$ cat src/rtl/hazard_fwd_unit_pkg.sv
// hazard_fwd_unit_pkg
//   Shared definitions for the hazard / forwarding unit:
//   - forward select codes for the EX operand 3:1 mux
//   - FSM state type (RUN / MD_BUSY)
//   - pipeline slot record tracked for EX, MEM and WB
//   - BUSY_W: width of the mul/div busy counter (latency range 2..15)
//   - writes_reg(): true when a slot will write a non-zero register equal to r
package hazard_fwd_unit_pkg;

  localparam logic [1:0] FWD_RF  = 2'b00;
  localparam logic [1:0] FWD_WB  = 2'b01;
  localparam logic [1:0] FWD_MEM = 2'b10;

  localparam int unsigned BUSY_W = 4;

  typedef enum logic {
    RUN     = 1'b0,
    MD_BUSY = 1'b1
  } state_t;

  typedef struct packed {
    logic       valid;
    logic [4:0] rs;
    logic [4:0] rt;
    logic [4:0] rd;
    logic       regwrite;
    logic       memread;
  } slot_t;

  function automatic logic writes_reg(input slot_t s, input logic [4:0] r);
    return s.valid && s.regwrite && (s.rd != 5'd0) && (s.rd == r);
  endfunction

endpackage

$ cat src/rtl/hazard_fwd_unit_fwd_sel.sv
// fwd_sel_unit
//   Computes one EX operand forward select from a single source register
//   and the MEM / WB slots. MEM (younger result) wins over WB.
//   Ports:
//     src       in  5   EX source register
//     mem_slot  in      MEM slot record
//     wb_slot   in      WB slot record
//     sel       out 2   FWD_RF / FWD_WB / FWD_MEM (never 2'b11)
module fwd_sel_unit
  import hazard_fwd_unit_pkg::*;
(
  input  logic [4:0] src,
  input  slot_t      mem_slot,
  input  slot_t      wb_slot,
  output logic [1:0] sel
);

  // Source fields and memread of the later slots play no part in forwarding.
  logic unused_ok;
  assign unused_ok = ^{mem_slot.rs, mem_slot.rt, mem_slot.memread,
                       wb_slot.rs, wb_slot.rt, wb_slot.memread};

  always_comb begin
    sel = FWD_RF;
    if (writes_reg(mem_slot, src)) begin
      sel = FWD_MEM;
    end else if (writes_reg(wb_slot, src)) begin
      sel = FWD_WB;
    end
  end

endmodule

$ cat src/rtl/hazard_fwd_unit.sv
// hazard_fwd_unit
//   Hazard detection and forwarding control for a 5-stage pipeline.
//   Tracks EX/MEM/WB slots, drives EX operand forward selects, stalls on
//   load-use and (optionally) on a mul/div issued while the unit is busy.
//   Configuration macro: HAZARD_MULDIV_EN enables the RUN/MD_BUSY FSM and
//   the mul/div busy counter; when undefined id_muldiv is ignored.
//   Parameters: MULDIV_LAT (2..15) mul/div occupancy, CNT_W stall counter width.
//   Ports:
//     clk, rst (async, active-low)
//     id_valid, id_rs, id_rt, id_use_rs, id_use_rt, id_rd,
//     id_regwrite, id_memread, id_muldiv   decode-slot description
//     flush                                 taken branch, kills decode slot
//     fwd_a_sel, fwd_b_sel                  EX operand mux selects
//     pc_write, ifid_write, idex_bubble     pipeline enables / bubble
//     stall_count                           saturating stall-cycle count
module hazard_fwd_unit
  import hazard_fwd_unit_pkg::*;
#(
  parameter int unsigned MULDIV_LAT = 4,
  parameter int unsigned CNT_W      = 16
) (
  input  logic             clk,
  input  logic             rst,
  input  logic             id_valid,
  input  logic [4:0]       id_rs,
  input  logic [4:0]       id_rt,
  input  logic             id_use_rs,
  input  logic             id_use_rt,
  input  logic [4:0]       id_rd,
  input  logic             id_regwrite,
  input  logic             id_memread,
  input  logic             id_muldiv,
  input  logic             flush,
  output logic [1:0]       fwd_a_sel,
  output logic [1:0]       fwd_b_sel,
  output logic             pc_write,
  output logic             ifid_write,
  output logic             idex_bubble,
  output logic [CNT_W-1:0] stall_count
);

  slot_t ex_q, mem_q, wb_q, ex_d;
  logic  load_use, md_stall, stall, ex_load;

  always_comb begin
    load_use = ex_q.valid && ex_q.memread && ex_q.regwrite && (ex_q.rd != 5'd0) &&
               id_valid &&
               ((id_use_rs && (id_rs == ex_q.rd)) || (id_use_rt && (id_rt == ex_q.rd)));
  end

  assign stall = load_use || md_stall;

  // Flush overrides any stall: fetch redirects, decode slot is killed.
  always_comb begin
    pc_write    = 1'b1;
    ifid_write  = 1'b1;
    idex_bubble = 1'b0;
    if (flush) begin
      idex_bubble = 1'b1;
    end else if (stall) begin
      pc_write    = 1'b0;
      ifid_write  = 1'b0;
      idex_bubble = 1'b1;
    end
  end

  assign ex_load = id_valid && !idex_bubble;

  always_comb begin
    ex_d = '0;
    if (ex_load) begin
      ex_d.valid    = 1'b1;
      ex_d.rs       = id_rs;
      ex_d.rt       = id_rt;
      ex_d.rd       = id_rd;
      ex_d.regwrite = id_regwrite;
      ex_d.memread  = id_memread;
    end
  end

  always_ff @(posedge clk or negedge rst) begin
    if (!rst) begin
      ex_q  <= '0;
      mem_q <= '0;
      wb_q  <= '0;
    end else begin
      ex_q  <= ex_d;
      mem_q <= ex_q;
      wb_q  <= mem_q;
    end
  end

  always_ff @(posedge clk or negedge rst) begin
    if (!rst) begin
      stall_count <= '0;
    end else if (!pc_write && (stall_count != '1)) begin
      stall_count <= stall_count + 1'b1;
    end
  end

  fwd_sel_unit u_fwd_a (
    .src      (ex_q.rs),
    .mem_slot (mem_q),
    .wb_slot  (wb_q),
    .sel      (fwd_a_sel)
  );

  fwd_sel_unit u_fwd_b (
    .src      (ex_q.rt),
    .mem_slot (mem_q),
    .wb_slot  (wb_q),
    .sel      (fwd_b_sel)
  );

`ifdef HAZARD_MULDIV_EN
  state_t            state;
  logic [BUSY_W-1:0] busy_cnt;

  assign md_stall = (state == MD_BUSY) && id_valid && id_muldiv;

  // Counter reaches 0 on the same edge the FSM returns to RUN, so the unit
  // is busy for MULDIV_LAT-1 cycles after the mul/div enters EX.
  always_ff @(posedge clk or negedge rst) begin
    if (!rst) begin
      state    <= RUN;
      busy_cnt <= '0;
    end else begin
      case (state)
        RUN: begin
          if (ex_load && id_muldiv) begin
            state    <= MD_BUSY;
            busy_cnt <= BUSY_W'(MULDIV_LAT - 1);
          end
        end
        MD_BUSY: begin
          busy_cnt <= busy_cnt - 1'b1;
          if (busy_cnt == BUSY_W'(1)) begin
            state <= RUN;
          end
        end
        default: begin
          state    <= RUN;
          busy_cnt <= '0;
        end
      endcase
    end
  end
`else
  logic unused_md;
  assign md_stall  = 1'b0;
  assign unused_md = id_muldiv ^ (MULDIV_LAT == 0);
`endif

endmodule

$ cat config.mk
export PLATFORM = sky130hd
export DESIGN_NAME = hazard_fwd_unit
export DESIGN_NICKNAME = d
export VERILOG_FILES = /design/src/rtl/hazard_fwd_unit_pkg.sv /design/src/rtl/hazard_fwd_unit_fwd_sel.sv /design/src/rtl/hazard_fwd_unit.sv
export SDC_FILE = /design/constraint.sdc
export NUM_CORES = 1
export LEC_CHECK = 0
export CAP_MARGIN = 10
export CORE_UTILIZATION = 30
export DETAILED_ROUTE_END_ITERATION = 10
export SYNTH_ARGS = -nofsm -noshare
export SYNTH_HDL_FRONTEND = slang
export SYNTH_SLANG_ARGS = --single-unit
$ cat constraint.sdc
create_clock -name clk -period 2.83 [get_ports clk]
set_input_delay 0.566 -clock clk [delete_from_list [all_inputs] [get_ports clk]]
set_output_delay 0.566 -clock clk [all_outputs]
set_load 0.005 [all_outputs]
# After elaboration in Yosys (flattened, before gate mapping)
# Index checks and enable logic that the tools add are counted.
# W data, S select, Z words.
totals:
  regBits: 48
  input_bits: 24
  output_inout_bits: 23
  wordCells: 53
op_classes:
  n_addsub: 1
  eq_ne: 7
  muxes: 9
  n_reduce_logical: 23
op_table:
  columns: ["cell", "count"]
  rows:
  - ["$eq A5 B5 Y1", 6]
  - ["$mux W18", 1]
  - ["$logic_and A1 B1 Y1", 17]
  - ["$add A16 B1 Y16 const B", 1]
  - ["$ne A16 B16 Y1 const B", 1]
  - ["$reduce_bool A5 Y1", 3]
  - ["$mux W1", 6]
  - ["$mux W2", 2]
  - ["$logic_not A1 Y1", 2]
  - ["$logic_or A1 B1 Y1", 1]

# Logic depth before layout (Yosys ltp)
logic_depth:
  depth_word: 10
  ltp_mapped: 6
  mapped_depth_nobuf: 6

# Hierarchy
# A second synthesis with hierarchy kept.
unflattened:
  hier_cells: 209
  hier_area_um2: 2781.4
modules_own_cells:
  columns: ["mod", "instances", "cells_per_inst", "area_per_inst_um2", "seq_area_each_um2"]
  rows:
  - ["hazard_fwd_unit", 1, 171, 2466.1, 1751.7]
  - ["fwd_sel_unit", 2, 19, 157.7, 0.0]

# Least setup slack after synthesis
# OpenSTA, ideal clock, no wires.
synth_path:
  path_kind: "input to output"
  start: "input port id_rt[1]"
  end: "output port pc_write"
  arrival_ns: 1.666
  required_ns: 2.264
  setup_slack_ns: 0.598
  cell_stages: 6
  n_path_buf: 1
  cell_sequence: "xnor2_1 -> nand4_1 -> o22ai_2 -> nand2_1 -> or2_2 -> buf_4"
synth_between:
  elab_chain_len: 6
synth_rtl:
  columns: ["element", "line", "rtl"]
  rows:
  - ["from (decl)", "hazard_fwd_unit.sv:26", "input logic [4:0] id_rt,"]
  - ["$eq A5 B5 Y1", "hazard_fwd_unit.sv:48", "((id_use_rs && (id_rs == ex_q.rd)) || (id_use_rt && (id_rt == ex_q.rd)));"]
  - ["$logic_and A1 B1 Y1", "hazard_fwd_unit.sv:48", null]
  - ["$logic_or A1 B1 Y1", "hazard_fwd_unit.sv:48", null]
  - ["$logic_and A1 B1 Y1", "hazard_fwd_unit.sv:47", "id_valid &&"]
  - ["$mux W1 (2 in series)", null, null]
  - ["to (decl)", "hazard_fwd_unit.sv:36", "output logic pc_write,"]
# No other way between the ends.

# Worst setup path in the final report
layout_path:
  start: "input port id_rt[1]"
  end: "output port ifid_write"
layout_between:
  elab_chain_len: 6
layout_rtl:
  columns: ["element", "line", "rtl"]
  rows:
  - ["$eq A5 B5 Y1", "hazard_fwd_unit.sv:48", null]
  - ["$logic_and A1 B1 Y1", "hazard_fwd_unit.sv:48", null]
  - ["$logic_or A1 B1 Y1", "hazard_fwd_unit.sv:48", null]
  - ["$logic_and A1 B1 Y1", "hazard_fwd_unit.sv:47", null]
  - ["$mux W1", "hazard_fwd_unit.sv:60", "end else if (stall) begin"]
  - ["$mux W1", "hazard_fwd_unit.sv:58", "if (flush) begin"]
  - ["to (decl)", "hazard_fwd_unit.sv:37", "output logic ifid_write,"]
# No other way between the ends.

==> Implementation_results.wiki <==
{| class="wikitable"
! Metric !! Value
|-
| Status || finished clean
|-
| Slew at the pin closest to its max-slew limit || 1.06 ns
|-
| Source of the worst register-to-register timing path || stall_count[0]$_DFFE_PN0P_
|-
| Async S/R FF share, synth || 100%
|-
| CTS sink count || 48
|-
| GRT overflow || 0
|-
| Final net count || 265
|-
| Number of DRC markers after the initial detailed-route iteration || 61
|-
| Kind of cell adding the most delay to the critical path || buffers and inverters
|-
| Count of antenna-violating nets left after detailed routing || 0
|-
| First-pass detailed-route iteration total || 4
|-
| Count of cells along the worst register-to-register path || 6
|-
| Final Setup Violations || 0
|-
| Port buffer count || 45
|-
| Critical Path Start Type || input pin
|-
| Die area || 7650 µm²
|-
| Detail-routed via count per cell || 4.48
|-
| Static leakage power || 1.31 nW
|-
| Buffer and inverter count on the worst path || 2
|-
| Antenna diodes || 0
|-
| Global placement routability congestion || 0.753
|-
| Min Tclk post-route || between 2 and 3 ns
|-
| Row count || 30
|-
| Top cell type's share of synthesized area || 54.8%
|-
| Clock edge transition at the registers on the reported setup and hold paths || ~0.08 ns
|-
| Maximum vdd drop || 0.184 mV
|-
| Number of nets produced by synthesis || around 210
|-
| Global-route wire length before repair || about 7.3 mm
|-
| Nature of the critical path endpoint || output port
|-
| Total wire length after detailed routing || 4.41 mm
|-
| Leading post-synthesis cells by cell area || sky130_fd_sc_hd__dfrtp_1 55%, sky130_fd_sc_hd__xnor2_1 13%, sky130_fd_sc_hd__and2_1 5.1%, sky130_fd_sc_hd__xor2_1 4.8%, sky130_fd_sc_hd__nand3_1 3.2%
|-
| Synthesized area || between 2000 and 2500 µm²
|-
| Effective utilization at floorplan || 31.7%
|-
| Hold slack final || a little under 0.4 ns
|-
| Clock skew || 0.00849 ns
|-
| Quantity of hold-fixing buffers added after cts || 0
|-
| Post-Synthesis Mean Instance Area || 12.0 µm²
|-
| Cell accounting for the most synthesized area || sky130_fd_sc_hd__dfrtp_1
|-
| Count of state elements after synthesis || 48
|-
| Number of antenna violations at the first check in global routing || 0
|-
| Pwr dens || 503 nW/µm²
|-
| Number of pins exceeding their max-slew limit in the final report || 0
|-
| Number of enable flip-flop cells after synthesis || 0
|-
| CP max FO || 2
|-
| Post-synth top flop || sky130_fd_sc_hd__dfrtp_1
|-
| DRC errors left || 0
|-
| Overall via count from detail_route || 1509
|-
| Clock latency on the worst-skew pair || 0.30 ns
|-
| Non-Filler Instances || between 300 and 400
|-
| Capture instance of the worst register-to-register path || stall_count[11]$_DFFE_PN0P_
|-
| Overall fraction of global-route tracks in use || 12.7%
|-
| Max Clk Rate || 364 MHz
|-
| Proportion of layout cells with a drive suffix above 1 || 12.0%
|-
| Number of max-cap violations || 0
|-
| Worst Setup Slack, final || 0.0840 ns
|-
| Placed cell count || 326
|-
| Root buffer cell || sky130_fd_sc_hd__clkbuf_8
|-
| Die X || 87.5 µm
|-
| Type of the worst setup path || in2out
|-
| Bufs on Longest Clock Path || 2
|-
| Standard cell core area || 6910 µm²
|-
| Routed length per instance || 13.1 µm
|-
| Unique cell type count in the Yosys netlist || 31
|-
| TritonCTS clock tree || yes
|-
| Post-placement setup slack || -0.141 ns
|-
| Path category of the worst min-delay check || reg2reg
|-
| Largest incremental delay on the critical path || 0.50 ns
|-
| Relative area change from synthesis to final layout || 35.7%
|-
| CP Data Arrival Time || 2.18 ns
|-
| Boundary Pins || 47
|-
| Count of warnings emitted by yosys || 0
|-
| Cell depth of the worst setup path || 7
|-
| H-tree level count || 2
|-
| Destination of the critical timing path || ifid_write
|-
| Number of global-route vias before repair || ~1500
|-
| Crit path required time || 2.26 ns
|-
| Part of the Yosys area used for sequential elements || 54.8%
|-
| Number of CTS-inserted buffers || 5
|-
| Worst setup path start || id_rt[1]
|-
| Critical path, cell by cell || clkdlybuf4s50_1 > xnor2_1 > nand4_1 > o22ai_2 > nand2_2 > or2_2 > dlygate4sd2_1
|-
| Post-route fraction of the period consumed by the critical path || 97.0%
|-
| Worst R2R Setup Slack || 0.84 ns
|-
| Slowest-stage cell, CP || sky130_fd_sc_hd__clkdlybuf4s50_1
|-
| Largest net degree at the start of global routing || 49
|-
| Floorplan die height || just under 90 µm
|-
| Filler cells || slightly below 700
|-
| Max-Slew Margin vs Limit || 29.3%
|-
| Post-synthesis cell count || 182
|-
| Final hold violation count || 0
|}
-- synth_stat cells, types with 3 or more instances --
| cell type | instances |
|---|---|
| sky130_fd_sc_hd__dfrtp_1 | 48 |
| sky130_fd_sc_hd__xnor2_1 | 33 |
| sky130_fd_sc_hd__and2_1 | 18 |
| sky130_fd_sc_hd__nand3_1 | 14 |
| sky130_fd_sc_hd__xor2_1 | 12 |
| sky130_fd_sc_hd__nand2_1 | 11 |
| sky130_fd_sc_hd__and4_1 | 5 |
| sky130_fd_sc_hd__nor4_1 | 5 |
| sky130_fd_sc_hd__nand4_1 | 4 |
| sky130_fd_sc_hd__and3_1 | 3 |
| sky130_fd_sc_hd__nand3b_1 | 3 |
| sky130_fd_sc_hd__or4_1 | 3 |
-- cells by family after synthesis --
group	share of synthesized area (%)
simple gates	21.5
mux	0.514
fa+ha+maj	0.571
compound gates	3.54
xor+xnor	18.0
buf+inv	1.08
flops	54.8
-- worst reg2reg max path, stage by stage (launching register included) --
cell,delay (ns)
sky130_fd_sc_hd__dfrtp_1,0.42
sky130_fd_sc_hd__ha_1,0.24
sky130_fd_sc_hd__and4_1,0.24
sky130_fd_sc_hd__a41o_1,0.27
sky130_fd_sc_hd__nor4b_2,0.39
sky130_fd_sc_hd__nand3_1,0.15
sky130_fd_sc_hd__xnor2_1,0.15
-- worst min path at each step --
| stage | from | to | slack [ns] | cells past startpoint |
|---|---|---|---|---|
| after floorplan | rst | ex_q[0]$_DFF_PN0_ | 0.27 | 0 |
| after global placement | mem_q[1]$_DFF_PN0_ | wb_q[1]$_DFF_PN0_ | 0.37 | 0 |
| after detailed placement | ex_q[1]$_DFF_PN0_ | mem_q[1]$_DFF_PN0_ | 0.37 | 0 |
| after CTS | ex_q[1]$_DFF_PN0_ | mem_q[1]$_DFF_PN0_ | 0.39 | 0 |
| after global routing | ex_q[1]$_DFF_PN0_ | mem_q[1]$_DFF_PN0_ | 0.40 | 0 |
| final | mem_q[17]$_DFF_PN0_ | wb_q[17]$_DFF_PN0_ | 0.39 | 0 |
-- placed cells by master, fill, tap and decap left out, drive strengths merged, types with 3 or more instances in the layout --
master / Yosys / layout
and3: 3 / 3
nand4: 4 / 4
nor2: 3 / 3
xor2: 12 / 12
dlygate4sd2: 0 / 4
dfrtp: 48 / 48
or4: 4 / 4
buf: 3 / 10
nand3b: 3 / 3
nor4: 5 / 5
clkdlybuf4s50: 0 / 36
clkbuf: 0 / 5
xnor2: 33 / 33
nand3: 14 / 14
nand2: 11 / 11
dlymetal6s2s: 0 / 4
and4: 5 / 5
bufinv: 0 / 3
and2: 18 / 18
-- stage by stage --
step                      area [µm²]  setup TNS, ns  util, %  power, mW
after floorplan                 2190              0        -      0.784
after global placement          2780         -0.292     40.2      0.847
after detailed placement        2780         -0.279     40.2      0.847
after CTS                       2960              0     42.8       1.52
after global routing            2970       -0.00483     43.0       1.56
final                           2970              0     43.0       1.50
-- power breakdown --
group,internal (mW),switching [mW]
combinational,0.0630,0.0486
clock,0.441,0.223
sequential,0.703,0.0171
total,1.21,0.288
-- state kept, by name, indices dropped and copies added, names as in the netlist --
| name | flops |
|---|---|
| ex_q | 18 |
| mem_q | 7 |
| wb_q | 7 |
| stall_count | 16 |
-- final cells by class --
cell class              count  area, µm²  share of cell area (%)
flip-flops and latches     48       1200                    40.4
multi-input cells         131        975                    32.8
repair buffers             54        518                    17.4
well taps                  96        120                    4.04
clock inverters             3       90.1                    3.03
clock buffers               5       68.8                    2.31
-- layer usage --
layer / up-vias / track usage, % / part of all wire (%)
met5: - / 0 / 0
met4: 0 / 4.47 / 0.73
met3: 4 / 2.75 / 2.8
met2: 22 / 21.6 / 51
met1: 738 / 15.9 / 45
li1: 745 / - / -
-- timing repair --
| item | 4_1_cts | 5_1_grt |
|---|---|---|
| resized for setup | 6 | 4 |
| setup endpoints to repair | 4 | 3 |
| pin swaps | 3 | 5 |
| gates cloned | 0 | 0 |
| buffers inserted | 2 | 1 |
No activity file was read; power rests on OpenSTA's default activity.
